--- src/rtl/imm_encoder_if.sv ---
// Valid/ready bundle between the constant generator, imm_encoder and the instruction-word assembler.
// master: encoder side (drives in_ready and the output beat); slave: the surrounding logic.
interface imm_encoder_if;
   logic        in_valid;
   logic        in_ready;
   logic [31:0] in_value;
   logic [1:0]  in_max_sel;
   logic        out_valid;
   logic        out_ready;
   logic [1:0]  out_sel;
   logic        out_sign_ena;
   logic [19:0] out_imm_field;
   logic        out_hi;
   logic        out_last;
   logic        out_ovf;

   modport master (
      input  in_valid, in_value, in_max_sel, out_ready,
      output in_ready, out_valid, out_sel, out_sign_ena, out_imm_field, out_hi, out_last, out_ovf
   );

   modport slave (
      output in_valid, in_value, in_max_sel, out_ready,
      input  in_ready, out_valid, out_sel, out_sign_ena, out_imm_field, out_hi, out_last, out_ovf
   );
endinterface

--- src/rtl/imm_encoder.sv ---
// Encodes 32-bit constants into the smallest EXTENSION immediate format, or a hi/lo beat pair.
// Optional round-trip self-check built when IMM_ENCODER_CHECK_EN is defined.
module imm_encoder #(
   parameter bit SPLIT_ENA = 1'b1,
   parameter bit IMM5_ENA  = 1'b1
) (
   input  logic         clk,
   input  logic         rst,
   imm_encoder_if.master bus,
   output logic         chk_err
);

   typedef enum logic {IDLE, LO} state_t;

   state_t      r_state, w_state_nxt;
   logic        r_out_valid, w_out_valid_nxt;
   logic [1:0]  r_sel, w_sel_nxt;
   logic        r_sign, w_sign_nxt;
   logic [19:0] r_field, w_field_nxt;
   logic        r_hi, w_hi_nxt;
   logic        r_last, w_last_nxt;
   logic        r_ovf, w_ovf_nxt;
   logic [11:0] r_lo, w_lo_nxt;

   logic [31:0] w_v;
   logic [1:0]  w_max;
   logic        w_u5, w_s5, w_u15, w_s15, w_u20, w_s20;
   logic        w_en5, w_en15, w_en20;
   logic [1:0]  w_enc_sel;
   logic        w_enc_sign, w_enc_hi, w_enc_last, w_enc_ovf;
   logic [19:0] w_enc_field;
   logic        w_in_ready, w_acc, w_take;

   assign w_v   = bus.in_value;
   assign w_max = (bus.in_max_sel == 2'd3) ? 2'd2 : bus.in_max_sel;

   // Non-negative values are caught by the unsigned test first, so signed tests only need the negative range.
   assign w_u5  = ~|w_v[31:5];
   assign w_s5  = &w_v[31:4];
   assign w_u15 = ~|w_v[31:15];
   assign w_s15 = &w_v[31:14];
   assign w_u20 = ~|w_v[31:20];
   assign w_s20 = &w_v[31:19];

   assign w_en5  = IMM5_ENA;
   assign w_en15 = (w_max != 2'd0);
   assign w_en20 = (w_max == 2'd2);

   always_comb begin
      w_enc_sel   = 2'd2;
      w_enc_sign  = 1'b0;
      w_enc_field = w_v[19:0];
      w_enc_hi    = 1'b0;
      w_enc_last  = 1'b1;
      w_enc_ovf   = 1'b0;
      if (w_en5 && (w_u5 || w_s5)) begin
         w_enc_sel   = 2'd0;
         w_enc_sign  = !w_u5;
         w_enc_field = {5'b0, w_v[4:0], 10'b0};
      end else if (w_en15 && (w_u15 || w_s15)) begin
         w_enc_sel   = 2'd1;
         w_enc_sign  = !w_u15;
         w_enc_field = {5'b0, w_v[14:0]};
      end else if (w_en20 && (w_u20 || w_s20)) begin
         w_enc_sign  = !w_u20;
      end else if (SPLIT_ENA) begin
         w_enc_field = w_v[31:12];
         w_enc_hi    = 1'b1;
         w_enc_last  = 1'b0;
      end else begin
         w_enc_ovf   = 1'b1;
      end
   end

   assign w_in_ready = !r_out_valid || (bus.out_ready && r_last && (r_state == IDLE));
   assign w_acc      = bus.in_valid && w_in_ready;
   assign w_take     = r_out_valid && bus.out_ready;

   always_comb begin
      w_state_nxt     = r_state;
      w_out_valid_nxt = r_out_valid;
      w_sel_nxt       = r_sel;
      w_sign_nxt      = r_sign;
      w_field_nxt     = r_field;
      w_hi_nxt        = r_hi;
      w_last_nxt      = r_last;
      w_ovf_nxt       = r_ovf;
      w_lo_nxt        = r_lo;
      if (w_acc) begin
         w_state_nxt     = IDLE;
         w_out_valid_nxt = 1'b1;
         w_sel_nxt       = w_enc_sel;
         w_sign_nxt      = w_enc_sign;
         w_field_nxt     = w_enc_field;
         w_hi_nxt        = w_enc_hi;
         w_last_nxt      = w_enc_last;
         w_ovf_nxt       = w_enc_ovf;
         w_lo_nxt        = w_v[11:0];
      end else if (w_take) begin
         if (r_hi) begin
            w_state_nxt = LO;
            w_sel_nxt   = 2'd1;
            w_sign_nxt  = 1'b0;
            w_field_nxt = {8'b0, r_lo};
            w_hi_nxt    = 1'b0;
            w_last_nxt  = 1'b1;
            w_ovf_nxt   = 1'b0;
         end else begin
            w_state_nxt     = IDLE;
            w_out_valid_nxt = 1'b0;
         end
      end
   end

   always_ff @(posedge clk) begin
      if (rst) begin
         r_state     <= IDLE;
         r_out_valid <= 1'b0;
         r_sel       <= '0;
         r_sign      <= 1'b0;
         r_field     <= '0;
         r_hi        <= 1'b0;
         r_last      <= 1'b0;
         r_ovf       <= 1'b0;
         r_lo        <= '0;
      end else begin
         r_state     <= w_state_nxt;
         r_out_valid <= w_out_valid_nxt;
         r_sel       <= w_sel_nxt;
         r_sign      <= w_sign_nxt;
         r_field     <= w_field_nxt;
         r_hi        <= w_hi_nxt;
         r_last      <= w_last_nxt;
         r_ovf       <= w_ovf_nxt;
         r_lo        <= w_lo_nxt;
      end
   end

   assign bus.in_ready      = w_in_ready;
   assign bus.out_valid     = r_out_valid;
   assign bus.out_sel       = r_sel;
   assign bus.out_sign_ena  = r_sign;
   assign bus.out_imm_field = r_field;
   assign bus.out_hi        = r_hi;
   assign bus.out_last      = r_last;
   assign bus.out_ovf       = r_ovf;

`ifdef IMM_ENCODER_CHECK_EN
   logic [31:0] r_val, r_acc;
   logic        r_pend, r_chk_err;
   logic [31:0] w_ext, w_rebuilt;

   function automatic logic [31:0] ext(input logic sign, input logic [1:0] sel, input logic [19:0] f);
      case (sel)
         2'd0:    ext = sign ? {{27{f[14]}}, f[14:10]} : {27'b0, f[14:10]};
         2'd1:    ext = sign ? {{17{f[14]}}, f[14:0]}  : {17'b0, f[14:0]};
         default: ext = sign ? {{12{f[19]}}, f}        : {12'b0, f};
      endcase
   endfunction

   assign w_ext     = ext(r_sign, r_sel, r_field);
   assign w_rebuilt = r_pend ? (r_acc | w_ext) : w_ext;

   // Truncated overflow beats are already flagged by out_ovf, so they are excluded from the compare.
   always_ff @(posedge clk) begin
      if (rst) begin
         r_val     <= '0;
         r_acc     <= '0;
         r_pend    <= 1'b0;
         r_chk_err <= 1'b0;
      end else begin
         if (w_acc) r_val <= w_v;
         if (w_take) begin
            if (r_hi) begin
               r_acc  <= w_ext << 12;
               r_pend <= 1'b1;
            end else if (r_last) begin
               r_pend <= 1'b0;
               if (!r_ovf && (w_rebuilt != r_val)) r_chk_err <= 1'b1;
            end
         end
      end
   end

   assign chk_err = r_chk_err;
`else
   assign chk_err = 1'b0;
`endif

endmodule
--- src/flat_wrapper.sv ---
// flat-port wrapper written by rule: the top's interface ports become plain ports
module imm_encoder_flat 
#(
   parameter bit SPLIT_ENA = 1'b1,
   parameter bit IMM5_ENA  = 1'b1
)
  (clk, rst, chk_err, bus_in_valid, bus_in_value, bus_in_max_sel, bus_out_ready, bus_in_ready, bus_out_valid, bus_out_sel, bus_out_sign_ena, bus_out_imm_field, bus_out_hi, bus_out_last, bus_out_ovf);
  imm_encoder_if bus_i ();
  input  logic clk;
  input  logic rst;
  output logic chk_err;
  input wire logic [$bits(bus_i.in_valid)-1:0] bus_in_valid;
  input wire logic [$bits(bus_i.in_value)-1:0] bus_in_value;
  input wire logic [$bits(bus_i.in_max_sel)-1:0] bus_in_max_sel;
  input wire logic [$bits(bus_i.out_ready)-1:0] bus_out_ready;
  output wire logic [$bits(bus_i.in_ready)-1:0] bus_in_ready;
  output wire logic [$bits(bus_i.out_valid)-1:0] bus_out_valid;
  output wire logic [$bits(bus_i.out_sel)-1:0] bus_out_sel;
  output wire logic [$bits(bus_i.out_sign_ena)-1:0] bus_out_sign_ena;
  output wire logic [$bits(bus_i.out_imm_field)-1:0] bus_out_imm_field;
  output wire logic [$bits(bus_i.out_hi)-1:0] bus_out_hi;
  output wire logic [$bits(bus_i.out_last)-1:0] bus_out_last;
  output wire logic [$bits(bus_i.out_ovf)-1:0] bus_out_ovf;
  assign bus_i.in_valid = bus_in_valid;
  assign bus_i.in_value = bus_in_value;
  assign bus_i.in_max_sel = bus_in_max_sel;
  assign bus_i.out_ready = bus_out_ready;
  assign bus_in_ready = bus_i.in_ready;
  assign bus_out_valid = bus_i.out_valid;
  assign bus_out_sel = bus_i.out_sel;
  assign bus_out_sign_ena = bus_i.out_sign_ena;
  assign bus_out_imm_field = bus_i.out_imm_field;
  assign bus_out_hi = bus_i.out_hi;
  assign bus_out_last = bus_i.out_last;
  assign bus_out_ovf = bus_i.out_ovf;
  imm_encoder #(.SPLIT_ENA(SPLIT_ENA), .IMM5_ENA(IMM5_ENA)) u_core (.clk(clk), .rst(rst), .bus(bus_i), .chk_err(chk_err));
endmodule
--- config.mk ---
export PLATFORM = sky130hd
export DESIGN_NAME = imm_encoder_flat
export DESIGN_NICKNAME = d
export VERILOG_FILES = /design/src/rtl/imm_encoder_if.sv /design/src/rtl/imm_encoder.sv /design/src/flat_wrapper.sv
export SDC_FILE = /design/constraint.sdc
export NUM_CORES = 1
export LEC_CHECK = 0
export BUFFER_PORTS_ARGS = -buffer_cell sky130_fd_sc_hd__buf_2
export CORE_MARGIN = 2
export CORE_UTILIZATION = 47
export DETAILED_ROUTE_END_ITERATION = 10
export PLACE_DENSITY = 0.87
export SKIP_LAST_GASP = 1
export SLEW_MARGIN = 10
export SYNTH_ARGS = -nofsm -noshare
export SYNTH_HDL_FRONTEND = slang
export SYNTH_SLANG_ARGS = --single-unit
export TNS_END_PERCENT = 1
--- constraint.sdc ---
create_clock -name clk -period 2.1 [get_ports clk]
set_input_delay 0.315 -clock clk [delete_from_list [all_inputs] [get_ports clk]]
set_output_delay 0.315 -clock clk [all_outputs]
set_load 0.005 [all_outputs]
After elaboration in Yosys (flattened, before gate mapping). Cells that the tools add are included.

Flip-flop bits (word level): 39. Output and inout port bits: 29. Word-level logic and storage cells: 71.

Equality and inequality tests: 3. Mux-type cells: 33. Bitwise gates (word level): 1. Reduce and logical (&&, ||, !) cells: 26.

Operators by type and width (number): two-way mux 20 bit (6); AND reduction 28 bit (1); OR reduction 27 bit (1); two-way mux 1 bit (21); AND reduction 18 bit (1); OR reduction 17 bit (1); AND reduction 13 bit (1); two-way mux 2 bit (6); OR reduction 12 bit (1); logical AND 1 bit (6); nonzero test 2 bit (3); == test 2 bit, second input constant (2); logical NOT 1 bit (4); logical OR 1 bit (4); AND reduction 2 bit (2); inequality test 2 bit, second input constant (1); OR reduction 2 bit (1); NOT 1 bit (1).

Depth between registers and ports, before layout.
Word-level depth: 8. Mapped depth: 8. Depth with buffers taken out: 6.

Least setup slack after synthesis. OpenSTA, ideal clock, no wires.

Path type: input to register. Start: in bus_in_value[22]. End: reg u_core.r_sel[1], in the netlist u_core.bus.out_sel[1]. Arrival: 1.941 ns. Setup slack: 0.032 ns. Stages: 7. Buffers on the path: 2. Cells stage by stage: nand4_1 > or4_4 > or4_4 > buf_6 > buf_6 > a32oi_1 > nor2_1.

Longest elaborated chain between the ends: 7. Elaborated cells on any way between the ends: 12. Classes of those cells: mux (3); reduce/logical (9).

Ends and longest elaborated chain: from (decl) (line flat_wrapper.sv:13) `input wire logic [$bits(bus_i.in_value)-1:0] bus_in_value;`; OR reduction 17 bit (line imm_encoder.sv:40) `assign w_u15 = ~|w_v[31:15];`; logical NOT 1 bit (line imm_encoder.sv:40); logical OR 1 bit (line imm_encoder.sv:60) `end else if (w_en15 && (w_u15 || w_s15)) begin`; logical AND 1 bit (line imm_encoder.sv:60); two-way mux 2 bit (line imm_encoder.sv:60); two-way mux 2 bit (*) (line imm_encoder.sv:56) `if (w_en5 && (w_u5 || w_s5)) begin`; two-way mux 2 bit (*) (line imm_encoder.sv:89) `if (w_acc) begin`; to (signal assigned) (line imm_encoder.sv:129) `r_sel <= w_sel_nxt;`; to (decl) (line imm_encoder.sv:17) `logic [1:0] r_sel, w_sel_nxt;`.

Every way passes the cells marked *; elsewhere a longest branch is shown, timed or not. A chain may end at the register's enable or synchronous reset.

Worst setup path in the final report.
Start: in bus_in_value[22]. End: reg u_core.r_field[13], in the netlist u_core.bus.out_imm_field[13].

Longest elaborated chain between the ends: 8. Elaborated cells on any way between the ends: 18. Classes of those cells: mux (4); reduce/logical (14).

Ends and longest elaborated chain: OR reduction 12 bit (line imm_encoder.sv:42) `assign w_u20 = ~|w_v[31:20];`; logical NOT 1 bit (line imm_encoder.sv:42); logical OR 1 bit (line imm_encoder.sv:64) `end else if (w_en20 && (w_u20 || w_s20)) begin`; logical AND 1 bit (line imm_encoder.sv:64); two-way mux 20 bit (line imm_encoder.sv:64); two-way mux 20 bit (line imm_encoder.sv:60); two-way mux 20 bit (*) (line imm_encoder.sv:56); two-way mux 20 bit (*) (line imm_encoder.sv:89); to (signal assigned) (line imm_encoder.sv:131) `r_field <= w_field_nxt;`; to (decl) (line imm_encoder.sv:19) `logic [19:0] r_field, w_field_nxt;`.

Marked as above.

==> metrics.yaml <==
cts_root_buffer: "clkbuf_8"
dieArea_sq_um: 5373
tritoncts: "yes"
grt_overflow: 0
r2r_slack_ns: 0.14
arrival_ns: 2.19
dp_hpwl_um: 4903
area_growth_syn_to_layout_pct: 27.16
slew_violations: 0
clk_pin_slew_ns: 0.07
max_clock_freq_ghz: 0.5046
hold_viol: 0
yosys.area.top_type: "dfxtp_1"
setup_violations: 0
die_h_um: 73.30
worst_slew_pin_slew_ns: 0.7748
synth_edf_count: 0
reg2reg_depth: 6
numCtsBuffers: 5
postRouteAntennaNets: 0
synth_seq_cells: 39
netlist_area_sq_um: 2257
peakVddDrop_v: 0.0002956
async_flop_share: 0
port_buffers: 64
path_class: "primary input to register"
antenna_found_initial: 0
rows: 25
max_cap_violations: 0
rsz0062_at_grt: "yes"
dp_slack_ns: -0.2298
whs_ns: 0.2957
routed_via_density: 5.983
hp-class: "primary input to register"
drive_gt1_frac: 0.3193
cp.required_ns: 2.31
timing.final.ws_setup_ns: 0.1182
grt_usage: 0.2469
cts_setup_buffers: 0
min_path_cells: 3
cp-end-kind: "register"
synth_flop_cell: "dfxtp_1"
vias: 2459
drc_errors: 0
synth_most_common_cell: "dfxtp_1"
ys_seq_area_frac: 0.3459
avgSynthCellArea_sq_um: 8.033
period_needed_ns: 1.982
antenna_cells: 0
wirelength_um: 6538
p_per_area_nw_per_um2: 578.6
synth.area.top_cells: "dfxtp_1 (35%), nand4_1 (8.6%), nor2b_1 (6.9%)"
fin_crit_sh: 0.9437
stdcell_area_sq_um: 2870
yosysUniqueCellTypes: 41
ctsLongestPathBuffers: 2
cts_sinks: 39
critPathMaxFanout: 12
ios: 67
insertion_delay_ns: 0.29
synthTopCellsByCount: "dfxtp_1 (39), nand2_1 (35), nand4_1 (31)"
postCtsHoldBufs: 0
gp_congestion: 0.9342
total_power_mw: 1.661
status: "completed"
placed_area_sq_um: 2779
coreArea_sq_um: 4692
die_x_um: 73.30
grt_pass1_vias: 2280
relSlewSlack: 0.4818
post_drt_wl_per_cell_um: 15.91
drtIter0Drc: 180
firstDrtPassIters: 4
num-nets-final: 396
synth_top_area_frac: 0.3459
postSynthCellCount: 281
setup_tns_ns: 0
yosys_warnings: 0
clock_skew_ns: 0.003474
power.leakage_nw: 1.227
cts_max_level: 2
start_kind: "primary input"
start_util: 0.4811
n_fill_cell: 417
grt_max_degree: 35
grt_pass1_wl_um: 10430
-- state kept, by name, summed over array words and instances (netlist names) --
name                      count
u_core.bus.out_hi             1
u_core.r_lo                  12
u_core.bus.out_last           1
u_core.bus.out_sel            2
u_core.bus.out_valid          1
u_core.r_state                1
u_core.bus.out_imm_field     20
u_core.bus.out_sign_ena       1
-- metal layers --
metal / global-route usage / vias up / part of all wire
li1: - / 1202 / -
met1: 0.3217 / 1138 / 0.42
met2: 0.4184 / 105 / 0.49
met3: 0.04115 / 14 / 0.073
met4: 0.07475 / 0 / 0.016
met5: 0 / - / 0
-- through the flow --
stage	cells	util
3_3_place_gp	405	0.5923
6_report	411	0.6117
4_1_cts	411	0.6088
3_5_place_dp	405	0.5923
2_1_floorplan	282	-
5_1_grt	411	0.6117
-- kinds of logic after synthesis --
logic type             synth area share
AOI/OAI and AO/OA                0.2201
buffers and inverters           0.06263
DFF                              0.3459
muxes                           0.02661
other                          0.001661
and+or+nand+nor                  0.3431
-- cells in the final DEF (no fill, tap or decap), types with 4 or more instances in the layout --
cell type  instances
nor3_1             4
nor2_1            10
o211ai_1           8
and3_1            11
nor4_1             5
a31oi_1            4
buf_4             28
nor2b_1           25
a21oi_1           24
inv_1              5
o21ai_0            7
nand2_1           35
clkbuf_8           5
dfxtp_1           39
mux2i_1            6
nand4_1           31
a32oi_1            4
buf_2             64
-- worst max-delay path, cell delays in order --
cell and delay (ns):
buf_2 0.09, nand4_1 0.12, or4_4 0.57, or4_4 0.62, o21ai_4 0.14, a32oi_1 0.15
o221ai_2 0.18
-- power breakdown --
group	total (mW)	switching, mW	leakage, nW	internal [mW]
sequential	0.825	0.0306	0.321	0.795
clock	0.465	0.244	0.0371	0.221
combinational	0.370	0.207	0.869	0.163
total	1.66	0.482	1.23	1.18
-- what timing repair did --
item / 4_1_cts / 5_1_grt
resized for setup: 1 / 2
setup endpoints to repair: 11 / 18
pin swaps: 0 / 1
hold endpoints to repair: 0 / 0
-- path summary, 6_finish.rpt --
path | start | end
setup / recovery | bus_in_value[22] | u_core.bus.out_imm_field[13]
hold reg to reg | u_core.r_lo[1] | u_core.r_lo[1]
hold / removal | bus_in_value[2] | u_core.r_lo[2]
setup reg to reg | u_core.r_state | u_core.bus.out_imm_field[15]
-- final cells by class --
type | count | area (sq um) | share of cell area
Sequential cell | 39 | 780.7 | 0.2720
Multi-Input combinational cell | 213 | 1360 | 0.4738
Timing Repair Buffer | 94 | 570.5 | 0.1988
Tap cell | 54 | 67.56 | 0.02354
Clock buffer | 6 | 72.57 | 0.02528
Inverter | 5 | 18.77 | 0.006539
Note: power is estimated with default switching activity, not from simulation.
